`src/rtl/screen_switch_ctrl.sv`:
```
// rtl/screen_switch_ctrl.sv - OLED source switcher: holds the old picture until a frame boundary,
// then outputs black frames and pulses a restart to the new source before routing it.
module screen_switch_ctrl #(
  parameter int BLANK_FRAMES = 2
) (
  input  logic        clk,
  input  logic        reset,
  input  logic [3:0]  state,
  input  logic        frame_begin,
  input  logic [15:0] pix_menu,
  input  logic [15:0] pix_vol,
  input  logic [15:0] pix_poke,
  input  logic [15:0] pix_fruit,
  input  logic [15:0] pix_potion,
  output logic [15:0] oled_data,
  output logic [2:0]  active_src,
  output logic        switching,
  output logic [4:0]  src_rst
);

  typedef enum logic [1:0] {SHOW, WAIT_FRAME, BLANK, RESTART} fsm_t;

  localparam logic [3:0] LAST_BLANK = 4'(BLANK_FRAMES - 1);

  fsm_t        fsm, fsm_next;
  logic [2:0]  target;
  logic [2:0]  pend_src, pend_next;
  logic [2:0]  active_next;
  logic [3:0]  blank_cnt, cnt_next;
  logic        show_pix;
  logic [15:0] sel_pix;

  always_comb begin
    case (state)
      4'b0000:                   target = 3'd0;
      4'b0001:                   target = 3'd1;
      4'b0010, 4'b0011:          target = 3'd2;
      4'b0100:                   target = 3'd3;
      4'b0101, 4'b0110, 4'b0111: target = 3'd4;
      default:                   target = 3'd0;
    endcase
  end

  always_comb begin
    case (active_src)
      3'd1:    sel_pix = pix_vol;
      3'd2:    sel_pix = pix_poke;
      3'd3:    sel_pix = pix_fruit;
      3'd4:    sel_pix = pix_potion;
      default: sel_pix = pix_menu;
    endcase
  end

  always_comb begin
    fsm_next    = fsm;
    pend_next   = pend_src;
    cnt_next    = blank_cnt;
    active_next = active_src;
    show_pix    = 1'b0;
    src_rst     = 5'b00000;
    case (fsm)
      SHOW: begin
        show_pix = 1'b1;
        if (target != active_src) begin
          pend_next = target;
          fsm_next  = WAIT_FRAME;
        end
      end
      WAIT_FRAME: begin
        pend_next = target;
        // Pixel 0 of the frame that starts now is already black, so no frame is torn.
        if (frame_begin) begin
          fsm_next = BLANK;
          cnt_next = 4'd0;
        end else begin
          show_pix = 1'b1;
        end
      end
      BLANK: begin
        // A retarget restarts the blank period and swallows a coincident frame_begin.
        if (target != pend_src) begin
          pend_next = target;
          cnt_next  = 4'd0;
        end else if (frame_begin) begin
          if (blank_cnt == LAST_BLANK) begin
            fsm_next = RESTART;
          end else if (blank_cnt != 4'hF) begin
            cnt_next = blank_cnt + 4'd1;
          end
        end
      end
      RESTART: begin
        active_next = pend_src;
        src_rst     = 5'b00001 << pend_src;
        fsm_next    = SHOW;
      end
      default: fsm_next = SHOW;
    endcase
  end

  always_ff @(posedge clk or posedge reset) begin
    if (reset) begin
      fsm        <= SHOW;
      active_src <= 3'd0;
      pend_src   <= 3'd0;
      blank_cnt  <= 4'd0;
      oled_data  <= 16'h0000;
    end else begin
      fsm        <= fsm_next;
      active_src <= active_next;
      pend_src   <= pend_next;
      blank_cnt  <= cnt_next;
      oled_data  <= show_pix ? sel_pix : 16'h0000;
    end
  end

  assign switching = (fsm != SHOW);

endmodule

```
`config.mk`:
```
export PLATFORM = sky130hd
export DESIGN_NAME = screen_switch_ctrl
export DESIGN_NICKNAME = d
export VERILOG_FILES = /design/src/rtl/screen_switch_ctrl.sv
export SDC_FILE = /design/constraint.sdc
export NUM_CORES = 1
export LEC_CHECK = 0
export CORE_ASPECT_RATIO = 1.2
export CORE_UTILIZATION = 40
export DETAILED_ROUTE_END_ITERATION = 7
export PLACE_DENSITY = 0.81
export SYNTH_ARGS = -nofsm -noshare
export SYNTH_HDL_FRONTEND = slang
export SYNTH_SLANG_ARGS = --single-unit
```
`constraint.sdc`:
```
create_clock -name clk -period 2 [get_ports clk]
set_input_delay 0.6 -clock clk [delete_from_list [all_inputs] [get_ports clk]]
set_output_delay 0.6 -clock clk [all_outputs]
set_load 0.02 [all_outputs]
```
Word level (Yosys, flattened, before mapping)
Memory sizes are Yosys's and may differ from the RTL's.
Cells that the tools add are included.
{ "word_totals": {"ff_bits": 28, "romBits": 24, "in_bits": 87, "out_inout_bits": 25, "wordCells": 56, "mem_count": 1} }
{ "mem_list": {"columns": ["memory", "words", "width", "rd", "rd_clocked_by_memory_dff", "wr", "line", "text"], "rows": [
  ["(name not given)", 8, 3, 1, 0, 0, "34", "case (state)"]
]} }
{ "classes": {"addsub": 1, "n_eq_ne": 20, "shift": 1, "n_mux": 21, "n_reduce_logical": 7} }
{ "op_table": {"columns": ["operator", "count"], "rows": [
  ["$pmux W16 S4", 1],
  ["$mux W4", 5],
  ["$mux W16", 1],
  ["$ne A2 B2 Y1 const B", 6],
  ["$mux W2", 5],
  ["$reduce_and A5 Y1", 2],
  ["$mux W3", 3],
  ["$ne A3 B3 Y1 const B", 3],
  ["$pmux W3 S3", 1],
  ["$pmux W2 S4", 1],
  ["$pmux W4 S2", 1],
  ["$eq A3 B2 Y1 const B", 2],
  ["$ne A3 B3 Y1", 2],
  ["$mux W5", 1],
  ["$shl A1 B3 Y5 const A", 1],
  ["$add A4 B1 Y4 const B", 1],
  ["$eq A2 B2 Y1 const B", 2],
  ["$eq A4 B1 Y1 const B", 1],
  ["$ne A4 B4 Y1 const B", 1],
  ["$reduce_bool A2 Y1", 2],
  ["$eq A3 B1 Y1 const B", 1],
  ["$eq A3 B3 Y1 const B", 1],
  ["$reduce_and A3 Y1", 1],
  ["$reduce_bool A3 Y1", 1],
  ["4 further kinds", 4]
]} }

Logic depth before layout (Yosys ltp)
{ "logic_depth": {"depth_word": 6, "mapped_depth": 8, "mapped_depth_nobuf": 7} }

Worst setup path after synthesis
OpenSTA, ideal clock, no wires.
{ "synth_path": {"path_type": "input to register", "from": "input state[3]", "to": "register fsm[1]", "setup_time_ns": 0.128, "arrival_time_ns": 2.044, "required_ns": 1.872, "setup_slack_ns": -0.172, "path_stages": 6, "n_path_buf": 0, "cell_sequence": "or4b_4 nand2_2 xor2_2 nor4_4 a211oi_2 mux2_1"} }
{ "synth_via": {"elab_chain_len": 4, "elab_cells_between_ends": 6, "classes_between": "eq/ne (4); mux (1); reduce/logical (1)"} }
{ "synth_lines": {"columns": ["element", "line", "text"], "rows": [
  ["from (decl)", "8", "input logic [3:0] state,"],
  ["$mux W3 *", "34", null],
  ["$ne A3 B3 Y1, on equally long branches", "81, 64", null],
  ["$ne A2 B2 Y1 (no line)", null, null],
  ["$reduce_and A5 Y1 (no line) *", null, null],
  ["to (signal assigned)", "109", "fsm <= fsm_next;"],
  ["to (decl)", "25", "fsm_t fsm, fsm_next;"]
]} }
Mark *: on every way between the ends. The rest lies on a longest branch, timed or not.
A chain may end at the register's enable or synchronous reset.

Worst setup path in the final report
{ "layout_path": {"from": "input state[1]", "to": "register fsm[1]"} }
{ "layout_via": {"elab_chain_len": 5, "elab_cells_between_ends": 7, "classes_between": "eq/ne (4); mux (1); reduce/logical (1); memory (1)"} }
{ "layout_lines": {"columns": ["element", "line"], "rows": [
  ["$mem_v2 Z8 W3 *", null],
  ["$mux W3 *", "34"],
  ["$ne A3 B3 Y1, on equally long branches", "81, 64"],
  ["$ne A2 B2 Y1 (no line)", null],
  ["$reduce_and A5 Y1 (no line) *", null]
]} }
Marked as above.

==> impl_metrics.py <==
metrics = {
    "die": {
        "fp.dieW_microns": 69.0,
        "die-area_sq_um": 5690,
        "fp.coreArea_sq_um": 5040,
        "io_pins": 112,
        "die_h_microns": 82.4,
        "start_util": 0.427,
        "std_cell_rows": 28,
    },
    "setup_path": {
        "required_ns": 2.16,
        "r2r_start": "pend_src[2]$_DFFE_PP0P_",
        "r2r_end": "fsm[1]$_DFFE_PP0P_",
        "path_class": "in -> reg",
        "crit_fanout": 5,
        "start_kind": "input pin",
        "r2r_cells": 7,
        "reg2reg_slack_ns": 0.01,
        "critical_path_arrival_ns": 2.24,
        "cp-end-kind": "flip-flop",
    },
    "sta": {
        "hold_viol_final": 0,
        "slew_headroom": 0.408,
        "finClkSkew_ns": 0.000627,
        "fmax_mhz": 481,
        "rsz0062_at_grt": "true",
        "fin_crit_ns": 2.08,
        "final_max_slew_viol_count": 0,
        "setup_viol": 3,
        "worst_pin_slew_ns": 0.888,
        "fin_ws_ns": -0.0775,
        "period_share": 1.04,
    },
    "global_route": {
        "grt_use_met3": 0.0218,
        "grt_antenna_before_repair": 0,
        "first_global_vias": 2261,
        "grt_pass1_wl_mm": 10.2,
        "gr-max-usage-layer": "met2",
        "grt.total_usage": 0.226,
        "grt_start_max_net_pins": 48,
        "grt-ovfl-total": 0,
        "use_met2": 0.419,
        "met1_usage": 0.275,
    },
    "place": {
        "gp_congestion": 0.829,
        "hpwl_mm": 5.17,
        "port_buffers": 111,
        "placed_cell_area_sq_um": 3500,
    },
    "logic_synthesis": {
        "ys_types": 50,
        "yosysSeqAreaShare": 0.325,
        "syn_area_sq_um": 2160,
        "ys.flop_type": "dfrtp_1",
        "yosysTopAreaCell": "dfrtp_1",
        "async_reset_ff_frac": 1.00,
        "synth_commonest_cells": "dfrtp_1, nor2_1, nand2_1",
        "syn_avg_cell_area_sq_um": 9.02,
        "synth_most_common_cell": "dfrtp_1",
        "netlist.area_leader.share": 0.325,
        "netlist_instances": 239,
        "synth_edf_count": 0,
        "ys_seq_elements": 28,
        "syn_nets": 332,
        "yosys_warnings": 0,
        "synthTopCellsByArea": "dfrtp_1, mux2i_1, a22o_1, o221ai_1, a22oi_1",
    },
    "detailed_routing": {
        "drc": 0,
        "routed_via_density": 5.57,
        "vias": 2384,
        "drt_iter0_drc": 104,
        "post_drt_wl_per_cell_microns": 15.5,
        "postRouteAntennaNets": 0,
        "dr.pass1.iters": 4,
        "wl_mm": 6.62,
    },
    "final_layout": {
        "final_area_sq_um": 3640,
        "utilization": 0.722,
        "final_layout_size_suffix_gt1_frac": 0.212,
        "layout.nets": 462,
        "syn_to_final_growth_pct": 68.9,
        "diodes": 0,
    },
    "min_path": {
        "holdCritStartpoint": "blank_cnt[1]$_DFFE_PP0P_",
        "hp-class": "reg -> reg",
        "min_to": "blank_cnt[1]$_DFFE_PP0P_",
        "min_path_cells": 2,
    },
    "run_status": {
        "status": "complete, but fails checks",
        "violations": "setup timing",
    },
    "power_and_ir_drop": {
        "power_density_nw_per_um2": 1180,
        "ir_drop_v": 0.000582,
        "p_leak_nw": 1.50,
    },
    "clock_network": {
        "clk_latency_ns": 0.27,
        "htree_levels": 1,
        "cts_root_buf": "clkbuf_8",
        "hold_buffers": 0,
        "cts_sinks": 28,
        "cts_made_buffers": 3,
        "clockBufferDepth": 2,
        "cts_tree": "built",
        "path_clk_slew_ns": 0.09,
    },
    "job": {
        "cap_violations": 0,
    },
}
metrics by stage:
stage	cells	power [mW]	worst slack, ns	setup TNS [ns]	hold slack, ns
6_report	428	4.31	-0.0775	-0.111	0.551
3_5_place_dp	420	3.80	-0.878	-6.46	0.519
4_1_cts	427	4.18	-0.141	-0.236	0.540
5_1_grt	428	4.62	-0.0897	-0.191	0.569
2_1_floorplan	239	2.68	-0.151	-0.424	0.497
3_3_place_gp	420	3.74	-0.812	-5.95	0.511
area by class of cell:
cell class	count	area [sq um]
multi-input combinational	186	1450
inverter	8	30.0
timing repair buffer	142	1330
clock buffer	4	55.1
sequential	28	702
tap	60	75.1
fill	382	1400
critical path, stage by stage:
cell and delay, ns:
buf_8 0.10, or4b_4 0.57, a21oi_4 0.15, or2_4 0.14
nand3_2 0.08, a211oi_2 0.27, mux2_4 0.33
worst max path at each step:
stage | startpoint | endpoint | slack, ns | depth (start not counted)
after detailed placement | state[2] | fsm[1]$_DFFE_PP0P_ | -0.88 | 7
after global routing | state[1] | fsm[1]$_DFFE_PP0P_ | -0.09 | 7
after floorplan | state[3] | fsm[1]$_DFFE_PP0P_ | -0.15 | 6
final | state[1] | fsm[1]$_DFFE_PP0P_ | -0.08 | 7
after global placement | state[2] | fsm[1]$_DFFE_PP0P_ | -0.81 | 7
after CTS | state[1] | fsm[1]$_DFFE_PP0P_ | -0.14 | 7
flip-flops by register name, summed over array words and instances (netlist names):
| name | count |
|---|---|
| fsm | 2 |
| blank_cnt | 4 |
| pend_src | 3 |
| oled_data | 16 |
| active_src | 3 |
layout by cell type (no fill, tap or decap), types with 2 or more instances in the layout:
master / netlist / layout
nor2_1: 26 / 25
o31ai_1: 3 / 2
inv_1: 8 / 8
nand2b_1: 4 / 4
a22o_1: 15 / 15
or2_2: 2 / 2
ha_1: 6 / 5
dlygate4sd2_1: 0 / 2
nor2b_2: 0 / 2
nand2_1: 21 / 21
a22oi_1: 15 / 15
dfrtp_1: 28 / 27
nand3_1: 6 / 5
buf_4: 0 / 30
buf_8: 0 / 2
mux2i_1: 16 / 16
clkbuf_2: 0 / 2
o21ai_0: 6 / 6
buf_2: 1 / 4
clkdlybuf4s50_1: 0 / 99
a21oi_1: 15 / 15
mux2_4: 0 / 3
clkbuf_8: 1 / 4
xnor2_4: 0 / 2
o221ai_1: 15 / 15
buf_6: 0 / 3
mux2_2: 2 / 2
cells by family (layout without fill, tap and decap cells):
group / after synthesis / count (layout) / synth area share
buffers and inverters: 25 / 154 / 0.0487
xor gates and xnor gates: 5 / 5 / 0.0273
and+or+nand+nor: 74 / 74 / 0.175
muxes: 22 / 22 / 0.111
DFF: 28 / 28 / 0.325
AOI/OAI and AO/OA: 79 / 79 / 0.278
adders and majority gates: 6 / 6 / 0.0348
where the power goes:
part	internal (mW)	switching (mW)	leakage, nW
clock network	0.176	0.169	0.0288
registers	0.760	0.132	0.369
logic	1.51	1.56	1.10
repair_timing:
action | in CTS | in global routing
endpoints found under the setup margin | 22 | 26
gates resized for setup | 46 | 21
buffers inserted | 3 | 1
cloned | 0 | 0
pin swaps | 8 | 5
metal layers:
metal	vias up	part of all wire
met3	7	0.044
met4	0	0.011
met1	1134	0.41
met5	-	0
li1	1152	-
met2	91	0.53
No activity file was read; power rests on OpenSTA's default activity.
